## config.mk

```make
export PLATFORM = sky130hd
export DESIGN_NAME = imuldiv_muldiv_requester
export DESIGN_NICKNAME = d
export VERILOG_FILES = /design/src/rtl/imuldiv_muldiv_requester_pkg.sv /design/src/rtl/imuldiv_muldiv_requester_tagqueue.sv /design/src/rtl/imuldiv_muldiv_requester.sv
export SDC_FILE = /design/constraint.sdc
export NUM_CORES = 1
export LEC_CHECK = 0
export CAP_MARGIN = 10
export CORE_UTILIZATION = 30
export CTS_BUF_LIST = sky130_fd_sc_hd__clkbuf_4
export CTS_CLUSTER_SIZE = 14
export DETAILED_ROUTE_END_ITERATION = 10
export GPL_TIMING_DRIVEN = 0
export MAX_ROUTING_LAYER = met4
export PLACE_DENSITY = 0.76
export SLEW_MARGIN = 10
export SYNTH_ARGS = -nofsm -noshare
export SYNTH_HDL_FRONTEND = slang
export SYNTH_HIERARCHICAL = 1
export SYNTH_SLANG_ARGS = --single-unit
```

## constraint.sdc

```tcl
create_clock -name clk -period 1.75 [get_ports clk]
set_input_delay 0.2625 -clock clk [delete_from_list [all_inputs] [get_ports clk]]
set_output_delay 0.2625 -clock clk [all_outputs]
set_load 0.1 [all_outputs]
```

## src/rtl/imuldiv_muldiv_requester_pkg.sv

```systemverilog
// Shared muldiv request/response message definitions.
// Covers function encodings, word-select values and result slice widths.
package imuldiv_MulDivReqMsg;

  localparam int unsigned FN_W     = 3;
  localparam int unsigned WORD_W   = 32;
  localparam int unsigned RESULT_W = 64;

  typedef enum logic [FN_W-1:0] {
    FN_MUL  = 3'd0,
    FN_DIV  = 3'd1,
    FN_DIVU = 3'd2,
    FN_REM  = 3'd3,
    FN_REMU = 3'd4
  } muldiv_fn_e;

  // The muldiv unit returns {remainder, quotient} or the full product.
  localparam logic WSEL_LO = 1'b0;
  localparam logic WSEL_HI = 1'b1;

  // Remainder ops take the upper word. Every other code, including the
  // reserved ones, takes the lower word.
  function automatic logic fn_wsel(input logic [FN_W-1:0] fn);
    logic sel;
    sel = WSEL_LO;
    if (fn == FN_REM || fn == FN_REMU) sel = WSEL_HI;
    return sel;
  endfunction

  function automatic logic [WORD_W-1:0] select_word(input logic [RESULT_W-1:0] result,
                                                     input logic wsel);
    logic [WORD_W-1:0] word;
    word = result[WORD_W-1:0];
    if (wsel == WSEL_HI) word = result[RESULT_W-1:WORD_W];
    return word;
  endfunction

endpackage

```

## src/rtl/imuldiv_muldiv_requester_tagqueue.sv

```systemverilog
// In-order tag FIFO for outstanding muldiv requests.
// DEPTH must be a power of two, so the pointers wrap naturally.
module imuldiv_TagQueue #(
  parameter int DEPTH = 2,
  parameter int W     = 6
) (
  input  logic         clk,
  input  logic         reset,
  input  logic         push,
  input  logic         pop,
  input  logic [W-1:0] din,
  output logic [W-1:0] dout,
  output logic         full,
  output logic         empty
);

  localparam int PW = (DEPTH > 1) ? $clog2(DEPTH) : 1;
  localparam int CW = $clog2(DEPTH + 1);

  logic [W-1:0]  mem [DEPTH];
  logic [PW-1:0] wr_ptr;
  logic [PW-1:0] rd_ptr;
  logic [CW-1:0] count;

  assign full  = (count == CW'(DEPTH));
  assign empty = (count == '0);
  assign dout  = mem[rd_ptr];

  // Pointer and occupancy tracking. A simultaneous push and pop leaves count unchanged.
  always_ff @(posedge clk) begin
    if (reset) begin
      wr_ptr <= '0;
      rd_ptr <= '0;
      count  <= '0;
    end else begin
      if (push) wr_ptr <= wr_ptr + 1'b1;
      if (pop)  rd_ptr <= rd_ptr + 1'b1;
      case ({push, pop})
        2'b10:   count <= count + 1'b1;
        2'b01:   count <= count - 1'b1;
        default: count <= count;
      endcase
    end
  end

  // Storage needs no reset. Entries are only read after they are written.
  always_ff @(posedge clk) begin
    if (push) mem[wr_ptr] <= din;
  end

endmodule

```

## src/rtl/imuldiv_muldiv_requester.sv

```systemverilog
// Muldiv requester: forwards pipeline commands to the muldiv unit.
// It remembers each destination tag and word select in order, and returns
// the selected result word through a one-entry writeback register.
// Optional build macro: IMULDIV_REQUESTER_PERF_EN adds the perf counter outputs.
module imuldiv_muldiv_requester
  import imuldiv_MulDivReqMsg::*;
#(
  parameter int DEPTH = 2,
  parameter int TAGW  = 5
) (
  input  logic                clk,
  input  logic                reset,
  input  logic                cmd_val,
  output logic                cmd_rdy,
  input  logic [FN_W-1:0]     cmd_fn,
  input  logic [WORD_W-1:0]   cmd_a,
  input  logic [WORD_W-1:0]   cmd_b,
  input  logic [TAGW-1:0]     cmd_tag,
  output logic [FN_W-1:0]     muldivreq_msg_fn,
  output logic [WORD_W-1:0]   muldivreq_msg_a,
  output logic [WORD_W-1:0]   muldivreq_msg_b,
  output logic                muldivreq_val,
  input  logic                muldivreq_rdy,
  input  logic [RESULT_W-1:0] muldivresp_msg_result,
  input  logic                muldivresp_val,
  output logic                muldivresp_rdy,
  output logic                wb_val,
  input  logic                wb_rdy,
  output logic [TAGW-1:0]     wb_tag,
  output logic [WORD_W-1:0]   wb_data,
  output logic                err
`ifdef IMULDIV_REQUESTER_PERF_EN
  ,
  output logic [31:0]         perf_issued,
  output logic [31:0]         perf_retired,
  output logic [31:0]         perf_stall
`endif
);

  logic          full;
  logic          empty;
  logic [TAGW:0] head;
  logic          cmd_fire;
  logic          resp_fire;
  logic          wb_fire;
  logic          wb_val_q;

  assign muldivreq_msg_fn = cmd_fn;
  assign muldivreq_msg_a  = cmd_a;
  assign muldivreq_msg_b  = cmd_b;

  // The handshakes are gated by reset so nothing leaks out before the first edge.
  // Full is the state at the start of the cycle. A pop in the same cycle does not free the slot.
  assign muldivreq_val  = cmd_val & ~full & ~reset;
  assign cmd_rdy        = muldivreq_rdy & ~full & ~reset;
  assign muldivresp_rdy = ~empty & (~wb_val_q | wb_rdy) & ~reset;
  assign wb_val         = wb_val_q & ~reset;

  assign cmd_fire  = cmd_val & cmd_rdy;
  assign resp_fire = muldivresp_val & muldivresp_rdy;
  assign wb_fire   = wb_val & wb_rdy;

  imuldiv_TagQueue #(
    .DEPTH (DEPTH),
    .W     (TAGW + 1)
  ) u_tag_queue (
    .clk   (clk),
    .reset (reset),
    .push  (cmd_fire),
    .pop   (resp_fire),
    .din   ({cmd_tag, fn_wsel(cmd_fn)}),
    .dout  (head),
    .full  (full),
    .empty (empty)
  );

  // Writeback register: loads on response fire and holds until the consumer takes it.
  always_ff @(posedge clk) begin
    if (reset) begin
      wb_val_q <= 1'b0;
      wb_tag   <= '0;
      wb_data  <= '0;
    end else if (resp_fire) begin
      wb_val_q <= 1'b1;
      wb_tag   <= head[TAGW:1];
      wb_data  <= select_word(muldivresp_msg_result, head[0]);
    end else if (wb_fire) begin
      wb_val_q <= 1'b0;
    end
  end

  // Sticky flag for a response that arrives with nothing outstanding.
  always_ff @(posedge clk) begin
    if (reset)                        err <= 1'b0;
    else if (muldivresp_val & empty)  err <= 1'b1;
  end

`ifdef IMULDIV_REQUESTER_PERF_EN
  // Free-running event counters. They wrap at 2^32.
  always_ff @(posedge clk) begin
    if (reset) begin
      perf_issued  <= '0;
      perf_retired <= '0;
      perf_stall   <= '0;
    end else begin
      if (cmd_fire)            perf_issued  <= perf_issued + 32'd1;
      if (wb_fire)             perf_retired <= perf_retired + 32'd1;
      if (cmd_val & ~cmd_rdy)  perf_stall   <= perf_stall + 32'd1;
    end
  end
`endif

endmodule

```

==> impl_metrics.json <==
{
  "status": "finished with violations",
  "failed_checks": "negative setup slack",
  "setup-violations-final": 2,
  "critPathMaxFanout": 3,
  "synth_top_cells_by_count": "sky130_fd_sc_hd__buf_4 (68), sky130_fd_sc_hd__dfxtp_1 (44), sky130_fd_sc_hd__o21ai_1 (35), sky130_fd_sc_hd__mux2i_1 (32), sky130_fd_sc_hd__o311ai_1 (30)",
  "postSynth.topFlopCell": "sky130_fd_sc_hd__dfxtp_1",
  "ctsLongestPathBuffers": 2,
  "vias_per_cell": 4.60,
  "netlist_top_cells_area": "sky130_fd_sc_hd__dfxtp_1 (29%), sky130_fd_sc_hd__buf_4 (17%), sky130_fd_sc_hd__edfxtp_1 (12%)",
  "antenna_violations_before_repair": 0,
  "drc": 0,
  "ctsHoldBuffers": 0,
  "avgSynthCellArea_sq_um": 10.2,
  "worst_r2r_path_depth": 8,
  "critical_path.startpoint_type": "flop",
  "netSwitchingPower_mw": 1.65,
  "drt-pass1-iter-count": 4,
  "timing.max_cap.violations": 0,
  "power.share.clock_pct": 18.0,
  "synth_async_sr_flop_share_pct": 0,
  "clock_tree_from_tritoncts": "built",
  "whs_ns": 0.289,
  "dp_hpwl_um": 7350,
  "die_height_um": 103,
  "peakVddDrop_mv": 0.356,
  "antenna_violating_nets_post_route": 0,
  "yosysMostFrequentCell": "sky130_fd_sc_hd__buf_4",
  "timing.setup.critical_path_class": "flop to flop",
  "yosysTopAreaCellShare_pct": 28.7,
  "synth_area_leader_cell": "sky130_fd_sc_hd__dfxtp_1",
  "p_leak_nw": 2.15,
  "synth-edff-count": 12,
  "final_min_period_over_clock_period_pct": 105,
  "place_congestion": 0.719,
  "ys_seq_area_share_pct": 40.4,
  "fmaxAchievable_mhz": 545,
  "endpoint_kind": "flop",
  "endpoint": "u_tag_queue/count[1]",
  "arrival_ns": 2.15,
  "class_of_the_tightest_hold_or_removal_check": "input port to flop",
  "grt_max_degree": 18,
  "finalNetCount": 637,
  "vias": 2891,
  "total_power_consumption_mw": 3.88,
  "clock-root-buffer": "sky130_fd_sc_hd__clkbuf_4",
  "timing.reg2reg.setup_slack_ns": -0.09,
  "layout_setup_ws_ns": -0.0865,
  "mappedNetlistArea_sq_mm": 0.00307,
  "initial_core_util_pct": 31.1,
  "switching_share_pct": 42.4,
  "fp-row-count": 36,
  "die_width_um": 103,
  "routed_wire_length_per_instance_um": 14.5,
  "synth_register_bits": 56,
  "ratio_of_cells_with_drive_above_1_in_the_final_layout_pct": 34.7,
  "layout-area-overhead-vs-synth_pct": 74.4,
  "cts_sinks": 56,
  "hold_viol_final": 0,
  "share_seq_of_total_power_pct": 36.2,
  "die_area_sq_mm": 0.0106,
  "io_buffer_count": 186,
  "worst_clock_skew_ns": 0.00936,
  "min_period_ns": 1.84,
  "grt_pass1_wl_um": 13000,
  "yosysUniqueCellTypes": 34,
  "combinational_cell_fraction_of_total_power_pct": 45.8,
  "grt.total_usage_pct": 16.5,
  "globalRoute.totalOverflow": 0,
  "n_antenna_cell": 0,
  "yosys_warnings": 6,
  "fp.coreArea_sq_mm": 0.00986,
  "worst_r2r_endpoint": "u_tag_queue/count[1]",
  "tritoncts.num_buffers": 5,
  "worst_setup_hold_path_clk_slew_ns": 0.15,
  "postRouteWirelength_um": 9130,
  "iter_0_drt_violations": 74,
  "post_synthesis_net_count": 443,
  "timing.final.max_slew_violations": 0,
  "clock_insertion_delay_worst_skew_ns": 0.37,
  "power_density_mw_per_mm2": 725,
  "cts-htree-levels": 2,
  "relSlewSlack_pct": 34.5,
  "worst_setup_path_startpoint": "u_tag_queue/count[0]",
  "floorplan.io_pins": 251,
  "setup_repair_after_global_routing_missed_its_margin": "yes",
  "power_report.internal_total_mw": 2.24,
  "cp.required_ns": 2.07,
  "worst_max_slew_pin_slew_ns": 0.980,
  "timing.rr.start": "u_tag_queue/count[0]",
  "syn_inst": 300,
  "vias_in_the_first_global_route": 2762
}
## how the worst min path moves through the flow
stage / from / to / slack [ns] / depth (start not counted)
global placement: err / err / 0.45 / 2
finish: reset / u_tag_queue/count[1] / 0.29 / 2
CTS: reset / u_tag_queue/count[1] / 0.29 / 2
floorplan: reset / u_tag_queue/count[0] / 0.33 / 1
detailed placement: wb_tag[3] / wb_tag[3] / 0.46 / 2
global route: reset / u_tag_queue/count[1] / 0.30 / 2
## cell usage in the layout, fill, tap and decap left out, types with 5 or more instances in the layout
| cell | count |
|---|---|
| sky130_fd_sc_hd__clkbuf_4 | 5 |
| sky130_fd_sc_hd__buf_4 | 74 |
| sky130_fd_sc_hd__nor2_1 | 6 |
| sky130_fd_sc_hd__buf_6 | 9 |
| sky130_fd_sc_hd__mux2i_1 | 32 |
| sky130_fd_sc_hd__mux2_2 | 6 |
| sky130_fd_sc_hd__clkdlybuf4s15_2 | 41 |
| sky130_fd_sc_hd__edfxtp_1 | 12 |
| sky130_fd_sc_hd__inv_1 | 6 |
| sky130_fd_sc_hd__o311ai_1 | 30 |
| sky130_fd_sc_hd__o21ai_1 | 35 |
| sky130_fd_sc_hd__o311ai_0 | 6 |
| sky130_fd_sc_hd__buf_2 | 5 |
| sky130_fd_sc_hd__clkdlybuf4s50_1 | 136 |
| sky130_fd_sc_hd__dfxtp_1 | 41 |
## sequential cells by signal (all words and copies together) (netlist names), named ones only
signal / count
wb_tag: 5
wb_data: 32
u_tag_queue/mem: 12
u_tag_queue/rd_ptr: 1
u_tag_queue/count: 2
u_tag_queue/wr_ptr: 1
wb_val_q: 1
err: 1
## metrics by stage
step / std cells / worst slack [ns] / util (%) / setup TNS, ns / cell area [sq um]
after floorplan: 300 / -0.794 / - / -9.43 / 3130
after global placement: 619 / -0.900 / 52.3 / -12.66 / 5160
after detailed placement: 619 / -0.946 / 52.3 / -13.56 / 5160
after CTS: 630 / -0.0625 / 54.3 / -0.123 / 5360
after global routing: 628 / -0.160 / 54.3 / -0.294 / 5360
final: 628 / -0.0865 / 54.3 / -0.122 / 5360
## power by group through the flow
stage / clock network (mW) / logic (mW) / registers (mW)
after floorplan: 0 / 0.997 / 1.73
after global placement: 0 / 1.77 / 1.43
after detailed placement: 0 / 1.79 / 1.43
after CTS: 0.716 / 1.80 / 1.41
after global routing: 0.772 / 1.85 / 1.41
final: 0.699 / 1.78 / 1.41
## layout make-up
type                            instances  area (sq um)
Buffer                                 88           681
Clock buffer                            5          37.5
Clock inverter                          3          42.5
Fill cell                             880          4510
Inverter                                9          33.8
Multi-Input combinational cell        144          1180
Sequential cell                        56          1250
Tap cell                              133           166
Timing Repair Buffer                  190          1970
## cell families after synthesis
family,synth area share (%)
AND/OR/NAND/NOR,4.24
flip-flops,40.4
XOR/XNOR,1.14
multiplexers,12.6
buffers and inverters,23.2
AO/OA/AOI/OAI,18.0
adder cells (fa/ha/maj),0.407
## repair_timing
item,4_1_cts,5_1_grt
pin swaps,3,1
setup endpoints to repair,83,14
resized for setup,164,8
setup buffers,4,0
## worst max-delay path, cell delays in order (launching register included)
cell	delay [ns]
sky130_fd_sc_hd__dfxtp_4	0.39
sky130_fd_sc_hd__and2b_2	0.25
sky130_fd_sc_hd__nor3b_4	0.19
sky130_fd_sc_hd__and2_4	0.18
sky130_fd_sc_hd__inv_2	0.05
sky130_fd_sc_hd__ha_4	0.15
sky130_fd_sc_hd__xnor2_1	0.13
sky130_fd_sc_hd__or3_1	0.33
sky130_fd_sc_hd__a21oi_2	0.11
## layer usage
layer	part of all wire, %	global-route usage, %	up-vias
met4	0.61	2.93	0
li1	-	-	1408
met2	56	32.1	132
met3	7.2	3.49	8
met5	0	-	-
met1	36	17.0	1343
(Power assumes the default switching activity.)
